## src/rtl/wb_arbiter.sv

```systemverilog
// Round-robin write-back arbiter: six one-entry producer buffers drained onto
// the single register-file write port, at most one write per cycle.
module wb_arbiter #(
    parameter int unsigned N_SRC  = 6,
    parameter int unsigned CODE_W = 8,
    parameter int unsigned DATA_W = 32
) (
    input  logic                       clk,
    input  logic                       rst_n,
    input  logic [N_SRC-1:0]           src_valid,
    output logic [N_SRC-1:0]           src_ready,
    input  logic [N_SRC*CODE_W-1:0]    src_code,
    input  logic [N_SRC*DATA_W-1:0]    src_value,
    input  logic                       reg_stall,
    output logic                       REG_write_back_flag,
    output logic [CODE_W-1:0]          REG_write_back_code,
    output logic [DATA_W-1:0]          REG_write_back_data,
    output logic [2:0]                 wb_src,
    output logic                       busy
);

    logic [N_SRC-1:0]  full;
    logic [N_SRC-1:0]  grant;
    logic [N_SRC-1:0]  capture;
    logic [CODE_W-1:0] buf_code [N_SRC];
    logic [DATA_W-1:0] buf_data [N_SRC];
    logic [2:0]        ptr;
    logic [2:0]        gidx;
    logic [2:0]        sidx;
    logic              found;
    int unsigned       scan;

    // First full buffer at or after ptr, wrapping; suppressed entirely while stalled.
    always_comb begin
        grant = '0;
        gidx  = '0;
        sidx  = '0;
        found = 1'b0;
        scan  = 0;
        if (!reg_stall) begin
            for (int unsigned k = 0; k < N_SRC; k++) begin
                scan = int'(ptr) + k;
                if (scan >= N_SRC) scan = scan - N_SRC;
                sidx = 3'(scan);
                if (!found && full[sidx]) begin
                    grant[sidx] = 1'b1;
                    gidx        = sidx;
                    found       = 1'b1;
                end
            end
        end
    end

    assign src_ready = ~full | grant;
    assign capture   = src_valid & src_ready;
    assign busy      = |full;

    always_ff @(posedge clk) begin
        for (int unsigned i = 0; i < N_SRC; i++) begin
            if (capture[i]) begin
                buf_code[i] <= src_code[i*CODE_W +: CODE_W];
                buf_data[i] <= src_value[i*DATA_W +: DATA_W];
            end
        end
    end

    always_ff @(posedge clk) begin
        if (!rst_n) begin
            full                <= '0;
            ptr                 <= '0;
            REG_write_back_flag <= 1'b0;
            REG_write_back_code <= '0;
            REG_write_back_data <= '0;
            wb_src              <= '0;
        end else begin
            // A capture into the buffer being drained keeps it full with the new entry.
            full                <= capture | (full & ~grant);
            REG_write_back_flag <= found;
            if (found) begin
                REG_write_back_code <= buf_code[gidx];
                REG_write_back_data <= buf_data[gidx];
                wb_src              <= gidx;
                ptr                 <= (gidx == 3'(N_SRC - 1)) ? '0 : gidx + 3'd1;
            end
        end
    end

endmodule

```

## config.mk

```make
export PLATFORM = sky130hd
export DESIGN_NAME = wb_arbiter
export DESIGN_NICKNAME = d
export VERILOG_FILES = /design/src/rtl/wb_arbiter.sv
export SDC_FILE = /design/constraint.sdc
export NUM_CORES = 1
export LEC_CHECK = 0
export CORE_MARGIN = 2
export CORE_UTILIZATION = 45
export CTS_CLUSTER_DIAMETER = 200
export DETAILED_ROUTE_END_ITERATION = 6
export PLACE_DENSITY = 0.77
export RECOVER_POWER = 50
export SETUP_SLACK_MARGIN = 0.5
export SLEW_MARGIN = 15
export SYNTH_ARGS = -nofsm -noshare
export SYNTH_HDL_FRONTEND = slang
export SYNTH_SLANG_ARGS = --single-unit
```

## constraint.sdc

```tcl
create_clock -name clk -period 5.3 [get_ports clk]
set_clock_uncertainty 0.2 [all_clocks]
set_input_delay 0.795 -clock clk [delete_from_list [all_inputs] [get_ports clk]]
set_output_delay 0.795 -clock clk [all_outputs]
set_load 0.005 [all_outputs]
```

# Word-level counts from Yosys, hierarchy flattened
# Memories as Yosys holds them, arrays and structs flattened. A register that Yosys moved wholly into a read port is not among the register bits.
# Cells that the tools add are included.
# totals
register_bits,13
mem_bits_rw,240
input_bits,249
out_inout_bits,51
word_cells,147
mem_count,2
# mem_list
memory,words,width,rd,rd_clocked_by_memory_dff,write_ports,line_no,source
buf_data,6,32,1,1,6,26,logic [DATA_W-1:0] buf_data [N_SRC];
buf_code,6,8,1,1,6,25,logic [CODE_W-1:0] buf_code [N_SRC];
# op_classes
n_addsub,12
magnitude_cmp,18
eq_ne,1
mux,80
bitwise_logic,11
n_reduce_logical,19
# ops
operator,count
6-bit two-way mux,12
3-bit two-way mux,20
6-bit bitwise OR,7
1-bit two-way mux,36
"3-bit by 4-bit less-than comparator with 1-bit output, second input constant",6
"4-bit by 3-bit >= comparator with 1-bit output, second input constant",5
1-bit binary-select mux with 3-bit select,6
1-bit demux with 3-bit select,6
"3-bit by 1-bit >= comparator with 1-bit output, second input constant",6
"3-bit subtractor, second input constant",6
6-bit bitwise AND,2
6-bit inverter,2
1-bit logical AND,11
"3-bit by 2-bit adder with 4-bit output, second input constant",2
"3-bit by 3-bit adder with 4-bit output, second input constant",2
1-bit zero test,7
6-bit OR reduction,1
"3-bit by 1-bit adder with 4-bit output, second input constant",1
"3-bit by 1-bit adder with 3-bit output, second input constant",1
"3-bit == test, second input constant",1
"3-bit >= comparator, second input constant",1

# Longest topological paths before layout
# logic_depth
word_depth,31
ltp_mapped,17

# Worst setup path after synthesis
# No wires, ideal clock.
# synth_timing
kind,reg2reg
start,reg ptr[0]
end,mem buf_code[5][0] (enable)
setup_ps,442
arrival_time_ps,5095
setup_slack_ps,-437
path_stages_with_launch,16
path_buffers,4
cell_sequence,dfxtp_1 -> buf_6 -> buf_6 -> clkbuf_1 -> clkinv_1 -> ha_1 -> nor2b_1 -> or4_1 -> nand4_1 -> o311a_1 -> and2_1 -> clkbuf_1 -> a22o_1 -> mux2i_1 -> o21a_1 -> nor2b_1
# synth_lines
element,line_no,source
start: declaration,27,logic [2:0] ptr;
start signal: assignment,83,ptr <= (gidx == 3'(N_SRC - 1)) ? '0 : gidx + 3'd1;
end: declaration,25,

# Worst setup path after layout
# layout_timing
start,reg ptr[1]
end,out src_ready[3]
# layout_between
elab_chain_len,28
# layout_lines
element,line_no,source
branches (longest 25 deep; another with 3-bit by 1-bit adder with 4-bit output),n/a,
6-bit two-way mux (*),45,if (!found && full[sidx]) begin
6-bit two-way mux (*),40,if (!reg_stall) begin
6-bit bitwise OR (*),54,assign src_ready = ~full | grant;
end: declaration,11,"output logic [N_SRC-1:0] src_ready,"
# Every way passes the cells marked *. The select of a mux whose other input is x is not followed.

==> impl_metrics.toml <==
[global_route]
grt_pass1_wl_um = 52590
grtUsageTotal = 0.2428
grt-ovfl-total = 0
antenna_found_initial = 13
first_global_vias = 9100
grt_max_degree = 54

[route]
drtPass1Iterations = 5
vias = 8659
postRouteAntennaNets = 0
drt-total-wl_um = 35670
vias_per_cell = 5.412
route.detailed.drc = 0
wl_per_cell_um = 22.30
drt_iter0_markers = 528

[setup_path]
cp_max_fo = 5
startpoint_type = "flip-flop"
required_ns = 4.30
cp-end-kind = "output pin"
criticalPathCategory = "reg2out"
critPathArrivalTime_ns = 3.87

[yosys]
yosysWarnings = 0
syn_area_um2 = 12420
ys_seq_elements = 293
syn_inst = 902
synth_top_area_frac = 0.5805
synth_edf_count = 240
ys_seq_area_frac = 0.6659
synth_ff_type = "edfxtp_1"
syn-num-nets = 1158
ys_types = 68
synth_top_area_cell = "edfxtp_1"
postSynthAreaPerCell_um2 = 13.76
synth_top_cells_by_area = "edfxtp_1 (58%), dfxtp_1 (8.5%), mux2i_1 (7.5%)"
async_reset_ff_frac = 0

[placement]
hpwl_um = 23280
port_buffers = 299
pre_cts_ws_ns = 0.5531
dpl_cell_area_um2 = 15840
place_congestion = 0.8531
place_inst = 1507

[pwr]
powerDensity_nw_per_um2 = 529.0
static-leakage-power_nw = 6.277
vdd_drop_max_v = 0.0004893

[cts]
holdBufCountCts = 0
clk_latency_ns = 0.57
htreeDepth = 1
cts_tree = "yes"
root_buffer = "clkbuf_16"
cts_made_buffers = 31
clockBufferDepth = 3
clk_pin_slew_ns = 0.06
cts_sinks = 293

[layout]
nets = 1479
area_growth_pct = 38.95
final_cell_mix = "dlygate4sd3_1 (285), edfxtp_1 (240), mux2i_1 (89)"
drive_gt1_frac = 0.1162
stdcell_area_um2 = 17250
fin_cells = 1600
final_common_cell = "dlygate4sd3_1"

[sta]
fmax_mhz = 205.7
setup_viol = 0
finalHoldViolCount = 0
rsz0062_at_grt = "yes"
drv_slew = 0
period_share = 0.9173
tns_ns = 0
fin_crit_ns = 4.862
finalWorstSetupSlack_ns = 0.4382
tightestPinTransition_ns = 1.071
slew_headroom = 0.2862

[run_status]
status = "finished, final reports clean"

[die]
start_util = 0.4594
die_area_um2 = 28940
core-area_um2 = 27030
fp.dieH_um = 170.1
core.rowCount = 60
die_x_um = 170.1
ios = 300

[job]
max_cap_viol_count = 0

[worst_hold_path]
hold_path_class = "reg2reg"
==> path summary, 6_finish.rpt <==
path | to | slack, ns | from | depth (start not counted)
min | wb_src[0] | 0.37 | wb_src[0] | 2
max reg2reg | REG_write_back_data[11] | 1.11 | ptr[1] | 14
min reg2reg | wb_src[0] | 0.37 | wb_src[0] | 2
max | src_ready[3] | 0.44 | ptr[1] | 11
==> flip-flops by register name, indices dropped and copies added, names as in the netlist <==
signal,flops
REG_write_back_code,8
wb_src,3
ptr,3
buf_data,192
REG_write_back_flag,1
buf_code,48
full,6
REG_write_back_data,32
==> Yosys cell counts (all sizes together) (2+ instances only) <==
| master | n |
|---|---|
| a211o | 2 |
| a211oi | 2 |
| a21boi | 9 |
| a21o | 3 |
| a21oi | 48 |
| a22oi | 3 |
| a31oi | 8 |
| and2 | 9 |
| and4 | 2 |
| buf | 27 |
| clkbuf | 28 |
| dfxtp | 53 |
| edfxtp | 240 |
| ha | 7 |
| inv | 50 |
| mux2 | 6 |
| mux2i | 93 |
| nand2 | 15 |
| nand3 | 7 |
| nand4 | 5 |
| nor2 | 54 |
| nor2b | 49 |
| nor3b | 4 |
| nor4 | 2 |
| o211ai | 41 |
| o21a | 6 |
| o21ai | 53 |
| o22a | 2 |
| o311ai | 2 |
| o31a | 40 |
| o31ai | 3 |
| o32ai | 2 |
| xnor2 | 5 |
| xor2 | 3 |
==> what timing repair did <==
action / in CTS / in global routing
setup endpoints to repair: 6 / 6
buffers inserted: 8 / 16
pin swaps: 1 / 7
resized for setup: 27 / 24
==> stage by stage <==
step,hold slack [ns],total power [mW],utilization
detailed placement,0.3669,6.809,0.5860
finish,0.3686,9.125,0.6383
CTS,0.3805,9.028,0.6282
floorplan,0.3588,5.476,-
global placement,0.3563,6.788,0.5860
global route,0.3861,9.601,0.6378
==> worst max-delay path: stages, from the launching register on <==
cell and delay (ns):
dfxtp_4 0.38, clkinvlp_2 0.25, ha_4 0.30, nor2b_1 0.16
or4_4 0.44, a211o_1 0.31, o311a_4 0.15, and2_4 0.19
a21boi_0 0.36, o22a_2 0.23, o21ai_2 0.06, clkdlybuf4s50_1 0.46
==> where the power goes <==
group / switching (mW) / leakage [nW] / internal (mW) / total (mW)
Combinational: 2.26 / 3.07 / 1.76 / 4.02
Clock: 0.884 / 0.474 / 1.18 / 2.07
Sequential: 0.148 / 2.74 / 2.89 / 3.04
==> layer usage <==
| layer | part of all wire | global-route usage |
|---|---|---|
| met1 | 0.40 | 0.2979 |
| met2 | 0.51 | 0.4281 |
| met3 | 0.060 | 0.05186 |
| met4 | 0.023 | 0.07767 |
| met5 | 0.0016 | 0 |
==> cell type report <==
| cell class | instances | area (µm²) |
|---|---|---|
| Tap cell | 341 | 426.7 |
| Clock buffer | 42 | 817.0 |
| Timing Repair Buffer | 343 | 3457 |
| Antenna cell | 11 | 27.53 |
| Clock inverter | 16 | 147.6 |
| Sequential cell | 293 | 8275 |
| Fill cell | 2033 | 9774 |
| Multi-Input combinational cell | 503 | 3908 |
| Inverter | 51 | 192.7 |
==> cells by family (layout without fill, tap and decap cells) <==
| group | Yosys count | after routing | share of synthesized area |
|---|---|---|---|
| fa+ha+maj | 7 | 7 | 0.007054 |
| flops | 293 | 293 | 0.6659 |
| simple gates | 154 | 154 | 0.06550 |
| mux | 99 | 99 | 0.08042 |
| other cells | 0 | 11 | 0 |
| buf+inv | 106 | 452 | 0.04142 |
| xor+xnor | 8 | 8 | 0.008365 |
| compound gates | 235 | 235 | 0.1313 |
No activity file was read; power rests on OpenSTA's default activity.
